`config.mk`:
```
export PLATFORM = sky130hd
export DESIGN_NAME = apb4_mst_bridge
export DESIGN_NICKNAME = d
export VERILOG_FILES = /design/src/rtl/apb4_mst_bridge.sv
export SDC_FILE = /design/constraint.sdc
export NUM_CORES = 1
export LEC_CHECK = 0
export ABC_CLOCK_PERIOD_IN_PS = 2750
export CAP_MARGIN = 10
export CORE_MARGIN = 10
export CORE_UTILIZATION = 40
export CTS_CLUSTER_DIAMETER = 50
export CTS_CLUSTER_SIZE = 24
export DETAILED_ROUTE_END_ITERATION = 16
export HOLD_SLACK_MARGIN = 0.1
export PLACE_DENSITY = 0.77
export RECOVER_POWER = 50
export SLEW_MARGIN = 0
export SYNTH_ARGS = -nofsm -noshare
export SYNTH_HDL_FRONTEND = slang
export SYNTH_SLANG_ARGS = --single-unit
```
`constraint.sdc`:
```
create_clock -name pclk -period 2.75 [get_ports pclk]
set_input_delay 0.275 -clock pclk [delete_from_list [all_inputs] [get_ports pclk]]
set_output_delay 0.275 -clock pclk [all_outputs]
set_load 0.01 [all_outputs]
```
`src/rtl/apb4_mst_bridge.sv`:
```
// APB4 master bridge: turns a valid/ready command into one APB4 transfer
// (SETUP then ACCESS) and returns the result on a valid/ready response port.
// A wait counter can abort an ACCESS phase that never sees pready_i.
module apb4_mst_bridge #(
  parameter int unsigned ADDR_WIDTH = 32,
  parameter int unsigned DATA_WIDTH = 32,
  parameter int unsigned TIMEOUT    = 255
) (
  input  logic                    pclk,
  input  logic                    presetn,
  // Command port
  input  logic                    req_valid_i,
  output logic                    req_ready_o,
  input  logic                    req_write_i,
  input  logic [ADDR_WIDTH-1:0]   req_addr_i,
  input  logic [DATA_WIDTH-1:0]   req_wdata_i,
  input  logic [DATA_WIDTH/8-1:0] req_strb_i,
  // Response port
  output logic                    rsp_valid_o,
  input  logic                    rsp_ready_i,
  output logic [DATA_WIDTH-1:0]   rsp_rdata_o,
  output logic                    rsp_err_o,
  output logic                    rsp_timeout_o,
  // APB4 master
  output logic [ADDR_WIDTH-1:0]   paddr_o,
  output logic [2:0]              pprot_o,
  output logic                    psel_o,
  output logic                    penable_o,
  output logic                    pwrite_o,
  output logic [DATA_WIDTH-1:0]   pwdata_o,
  output logic [DATA_WIDTH/8-1:0] pstrb_o,
  input  logic                    pready_i,
  input  logic [DATA_WIDTH-1:0]   prdata_i,
  input  logic                    pslverr_i
);

  localparam int unsigned StrbWidth = DATA_WIDTH / 8;
  localparam int unsigned CntWidth  = (TIMEOUT == 0) ? 1 : $clog2(TIMEOUT + 1);
  localparam bit          TimeoutEn = (TIMEOUT != 0);
  localparam logic [CntWidth-1:0] CntLast =
      TimeoutEn ? CntWidth'(TIMEOUT - 1) : '0;

  typedef enum logic [1:0] {StIdle, StSetup, StAccess, StResp} state_e;

  state_e                  state_q, state_d;
  logic                    req_ready_q;
  logic [ADDR_WIDTH-1:0]   paddr_q;
  logic                    pwrite_q;
  logic [DATA_WIDTH-1:0]   pwdata_q;
  logic [StrbWidth-1:0]    pstrb_q;
  logic [CntWidth-1:0]     cnt_q;
  logic [DATA_WIDTH-1:0]   rsp_rdata_q;
  logic                    rsp_err_q;
  logic                    rsp_timeout_q;
  logic                    accept;
  logic                    timeout_hit;

  assign accept      = (state_q == StIdle) && req_valid_i && req_ready_q;
  // pready_i on the threshold cycle completes normally, so it masks the abort
  assign timeout_hit = TimeoutEn && (state_q == StAccess) && (cnt_q == CntLast) && !pready_i;

  // State register
  always_ff @(posedge pclk or negedge presetn) begin
    if (!presetn) begin
      state_q <= StIdle;
    end else begin
      state_q <= state_d;
    end
  end

  // Next-state logic
  always_comb begin
    state_d = state_q;
    unique case (state_q)
      StIdle:   if (accept) state_d = StSetup;
      StSetup:  state_d = StAccess;
      StAccess: if (pready_i || timeout_hit) state_d = StResp;
      StResp:   if (rsp_ready_i) state_d = StIdle;
      default:  state_d = StIdle;
    endcase
  end

  // APB strobes and response valid decoded from the current state only
  always_comb begin
    psel_o      = 1'b0;
    penable_o   = 1'b0;
    rsp_valid_o = 1'b0;
    unique case (state_q)
      StSetup:  psel_o = 1'b1;
      StAccess: begin
        psel_o    = 1'b1;
        penable_o = 1'b1;
      end
      StResp:   rsp_valid_o = 1'b1;
      default:  ;
    endcase
  end

  // Ready is registered so it reads 0 while in reset and rises on the first edge after
  always_ff @(posedge pclk or negedge presetn) begin
    if (!presetn) begin
      req_ready_q <= 1'b0;
    end else begin
      req_ready_q <= (state_d == StIdle);
    end
  end

  // Command latch; held through IDLE/RESP so the bus shows the last transfer
  always_ff @(posedge pclk or negedge presetn) begin
    if (!presetn) begin
      paddr_q  <= '0;
      pwrite_q <= 1'b0;
      pwdata_q <= '0;
      pstrb_q  <= '0;
    end else if (accept) begin
      paddr_q  <= req_addr_i;
      pwrite_q <= req_write_i;
      pwdata_q <= req_wdata_i;
      pstrb_q  <= req_write_i ? req_strb_i : '0;
    end
  end

  // Wait counter: cleared entering SETUP, counts stalled ACCESS cycles, saturates
  always_ff @(posedge pclk or negedge presetn) begin
    if (!presetn) begin
      cnt_q <= '0;
    end else if (accept) begin
      cnt_q <= '0;
    end else if ((state_q == StAccess) && !pready_i && (cnt_q != '1)) begin
      cnt_q <= cnt_q + 1'b1;
    end
  end

  // Response capture at the end of ACCESS
  always_ff @(posedge pclk or negedge presetn) begin
    if (!presetn) begin
      rsp_rdata_q   <= '0;
      rsp_err_q     <= 1'b0;
      rsp_timeout_q <= 1'b0;
    end else if ((state_q == StAccess) && pready_i) begin
      rsp_rdata_q   <= pwrite_q ? '0 : prdata_i;
      rsp_err_q     <= pslverr_i;
      rsp_timeout_q <= 1'b0;
    end else if (timeout_hit) begin
      rsp_rdata_q   <= '0;
      rsp_err_q     <= 1'b1;
      rsp_timeout_q <= 1'b1;
    end
  end

  assign req_ready_o   = req_ready_q;
  assign paddr_o       = paddr_q;
  assign pprot_o       = 3'b000;
  assign pwrite_o      = pwrite_q;
  assign pwdata_o      = pwdata_q;
  assign pstrb_o       = pstrb_q;
  assign rsp_rdata_o   = rsp_rdata_q;
  assign rsp_err_o     = rsp_err_q;
  assign rsp_timeout_o = rsp_timeout_q;

endmodule

```
# Word-level counts from Yosys, hierarchy flattened
# Cells that the tools add are included.
# Widths: inputs -> output; s select.
classes:
  n_div: 0
  reduce_logical: 14
  order_cmp: 0
  muxes: 16
  n_bitwise: 0
  multipliers: 0
  shift: 0
  add_sub_neg: 1
  eq_ne: 5
ops:
  columns: ["cell", "n"]
  rows:
  - ["$mux 32", 3]
  - ["$mux 8", 2]
  - ["$add 8x1->8 const B", 1]
  - ["$eq 8x8->1 const B", 1]
  - ["$ne 8x8->1 const B", 1]
  - ["$pmux 2 s4", 1]
  - ["$logic_and 1x1->1", 7]
  - ["$mux 1", 6]
  - ["$mux 2", 3]
  - ["$eq 2x2->1 const B", 2]
  - ["$logic_not 2->1", 2]
  - ["$mux 4", 1]
  - ["$reduce_bool 2->1", 2]
  - ["$eq 2x1->1 const B", 1]
  - ["$reduce_or 2->1", 1]
  - ["$logic_not 1->1", 1]
  - ["$logic_or 1x1->1", 1]
word_totals:
  romBits: 0
  input_bits: 107
  elab_cells: 46
  ram_bits: 0
  latchBits: 0
  memories: 0
  regBits: 114
  out_inout_bits: 110

# Depth between registers and ports, before layout
logic_depth:
  word_depth: 7
  ltp_mapped: 8

# Worst setup path before layout
# Ideal clock, no wire load.
synth_path:
  kind: "reg-to-reg"
  from: "reg state_q[0]"
  to: "reg state_q[0]"
  path_stages_with_launch: 8
  setup_slack_ns: 1.155
  required_time_ns: 2.598
  t_arrival_ns: 1.443
  cell_sequence: "dfrtp_1 -> inv_1 -> ha_1 -> buf_4 -> nand2_1 -> clkbuf_1 -> o21a_1 -> o311ai_0"
synth_between:
  elab_chain_len: 6
  elab_cells_between_ends: 13
  cone_classes: "3 x eq/ne; 4 x mux; 6 x reduce/logical"
synth_lines:
  columns: ["element", "line_no", "rtl"]
  rows:
  - ["start, declared", "45", "state_e state_q, state_d;"]
  - ["start signal, assigned", "65", "state_q <= StIdle;"]
  - ["start signal, assigned", "67", "state_q <= state_d;"]
  - ["$eq 2x2->1", "60, 74", null]
  - ["$logic_and 1x1->1 (2 in series)", "60", "assign timeout_hit = TimeoutEn && (state_q == StAccess) && (cnt_q == CntLast) && !pready_i;"]
  - ["$logic_or 1x1->1", "77", "StAccess: if (pready_i || timeout_hit) state_d = StResp;"]
  - ["$mux 2", "77", null]
  - ["$pmux 2 s4 (*)", "74", "unique case (state_q)"]
  - ["named net state_d[0]", "45", null]
# Mark *: on every way through the listed nets, which the timed path passes. The rest lies on a longest branch.
# A chain may end at the register's enable or synchronous reset.

# Worst setup path after layout
layout_path:
  from: "reg state_q[0]"
  to: "out penable_o"
layout_between:
  elab_chain_len: 2
layout_lines:
  columns: ["element", "line_no", "rtl"]
  rows:
  - ["$eq 2x2->1", "88", "unique case (state_q)"]
  - ["$mux 1", "88", null]
  - ["end, declared", "28", "output logic penable_o,"]
# No other way between the ends.

==> impl_metrics.toml <==
[routing]
drc = 0
vias = 4212
drt-total-wl_um = 15030
drt_iter0_drc = 226
dr.pass1.iters = 4
avgViaCountPerCell = 4.938
wl_per_cell_um = 17.62
ant_nets = 0

[placement]
place_congestion = 0.7985
dp.cells = 823
hpwl_um = 11050
io_buffers = 213
dp_slack_ps = 699.8

[final_layout]
stdcell_count = 853
drive_gt1_frac = 0.06232
antenna_cells = 0
area_growth_pct = 58.52
finalNetCount = 809

[hold_path]
min_to = "paddr_o[13]"
whs_path_depth = 3
hold_path.class = "in -> reg"
hold_start = "req_addr_i[13]"

[yosys]
yosysMostFrequentCell = "nand2_1"
synth_edf_count = 0
synth_area_mm2 = 0.004817
syn_avg_cell_area_um2 = 9.851
synth_commonest_cells = "nand2_1 (210), dfrtp_1 (114), nor3b_1 (32), a31o_1 (28), buf_2 (15)"
synth-seq-cells = 114
synth_warnings = 0
synthCells = 489
ys_seq_area_frac = 0.5922
yosysTopAreaCell = "dfrtp_1"
synthArstFlopShare = 1.000
synth_top_area_share = 0.5922
synth_area_leaders = "dfrtp_1 (59%), nand2_1 (16%), a31o_1 (5.1%), nor3b_1 (5.0%), buf_2 (1.6%)"
synth_cell_type_count = 39
synthFlopType = "dfrtp_1"

[global_routing]
grtUsageMet3 = 0.08966
antenna_found_initial = 0
top_usage_layer = "met2"
grt_pass1_wl_um = 23620
grt_max_degree = 68
grt_use_total = 0.1795
grt_pass1_vias = 4519
met2_usage = 0.2896
grt-ovfl-total = 0
grt_use_met1 = 0.1986

[sta]
clock.fmax_ghz = 0.4400
finalMaxSlewViolations = 67
layout_setup_ws_ps = 477.3
period_minus_slack_ps = 2273
slew_headroom = -0.1469
timing.hold.ws_ps = 397.3
rsz0062_at_grt = "no"
min_period_over_period = 0.8264
fin_setup_tns_ps = 0
skew_ps = 7.135
worst_pin_slew_ps = 1720
hold_viol = 0
setup_viol = 0

[floorplan]
fp-row-count = 40
initial_utilization = 0.4044
dieArea_mm2 = 0.01683
core_mm2 = 0.01191
die_y_um = 129.7
io_pins = 217
die_w_um = 129.7

[pwr]
pwr_density_cell_mw_per_mm2 = 1074
ir_worst_vdd_uv = 503.6
finalPower_mw = 8.204
total_leakage_power_nw = 3.621

[worst_setup_path]
crit_type = "reg -> out"
r2r_slack_ps = 690
r2r-start = "state_q[0]"
crit_path_end_kind = "output port"
arrival_ps = 2000
cp-start-kind = "register"
required_ps = 2480
crit_fanout = 11
r2r-end = "state_q[0]"
rr_worst_depth = 4

[cts]
post_cts_resized = 0
cts_tree = "yes"
clkLatencyLatePin_ps = 410
clk_pin_slew_worst_paths_ps = 50
cts-root-buf = "clkbuf_16"
cts_sinks = 114
cts_buffers = 17
clk_path_buf_depth = 2
h-tree-depth = 4

[outcome]
outcome = "complete, but fails checks"
failed_checks = "max-capacitance violations, max-slew violations"

[run]
drv_cap = 1
-- worst max path at each step --
| stage | end | cells after the start | from |
|---|---|---|---|
| 6_report | penable_o | 3 | state_q[0] |
| 5_1_grt | penable_o | 3 | state_q[0] |
| 4_1_cts | penable_o | 3 | state_q[0] |
| 3_5_place_dp | state_q[0] | 4 | state_q[0] |
| 3_3_place_gp | state_q[0] | 4 | state_q[0] |
| 2_1_floorplan | state_q[0] | 7 | state_q[0] |
-- where the power goes --
| part | leakage [nW] | internal (mW) | switching, mW |
|---|---|---|---|
| combinational | 1.88 | 1.68 | 1.56 |
| clock | 0.289 | 1.47 | 0.708 |
| sequential | 1.45 | 2.39 | 0.395 |
| total | 3.62 | 5.54 | 2.66 |
-- routing by layer --
metal / share of wire / wire (um)
met1: 0.39 / 5923
met2: 0.47 / 7078
met3: 0.12 / 1740
met4: 0.019 / 290
met5: 0 / 0
-- cells in the final DEF, fill, tap and decap left out, types with 2 or more instances in the layout --
master and instances:
nor3b_1 32, dlygate4sd3_1 54, a21oi_1 5, clkbuf_8 3
nand2_1 209, nand2b_1 2, dfrtp_1 114, clkbuf_1 3
o21a_1 2, mux2i_1 4, buf_4 5, clkdlybuf4s50_1 159
nand3_1 7, and3_1 3, bufinv_16 3, clkbuf_16 17
conb_1 3, inv_1 9, o21ai_0 4, buf_12 3
clkinv_2 3, a31o_1 28, a31o_2 4, ha_1 6
-- sequential cells by signal, summed over array words and instances (netlist names) --
name,count
rsp_err_o,1
cnt_q,8
state_q,2
req_ready_o,1
rsp_rdata_o,32
pwdata_o,32
rsp_timeout_o,1
paddr_o,32
pwrite_o,1
pstrb_o,4
-- per-stage QoR --
step,cell area [um2],util
2_1_floorplan,4825,-
3_5_place_dp,7046,0.5915
5_1_grt,7636,0.6411
4_1_cts,7639,0.6413
3_3_place_gp,7046,0.5915
6_report,7636,0.6411
-- worst max-delay path: stages, from the launching register on --
cell and delay (ps):
dfrtp_1 410, inv_1 110, ha_1 430, clkdlybuf4s50_1 650
-- timing repair --
action,CTS,global route
hold endpoints to repair,66,0
setup buffers,0,0
hold buffers,1,0
-- kinds of logic (layout without fill, tap and decap cells) --
kind of cell,Yosys count,count (layout),synth area share
AOI/OAI and AO/OA,52,52,0.08598
adders and majority gates,6,6,0.01558
buffers and inverters,45,260,0.04831
DFF,114,114,0.5922
muxes,4,4,0.008312
other,1,3,0.0007785
and+or+nand+nor,267,267,0.2488
-- layout make-up --
class	instances	area [um2]
Clock buffer	23	478.0
Clock inverter	6	105.1
Fill cell	946	4275
Inverter	9	33.78
Multi-Input combinational cell	332	1748
Sequential cell	114	2853
Tap cell	147	183.9
Timing Repair Buffer	222	2235
Note: power is estimated with default switching activity, not from simulation.
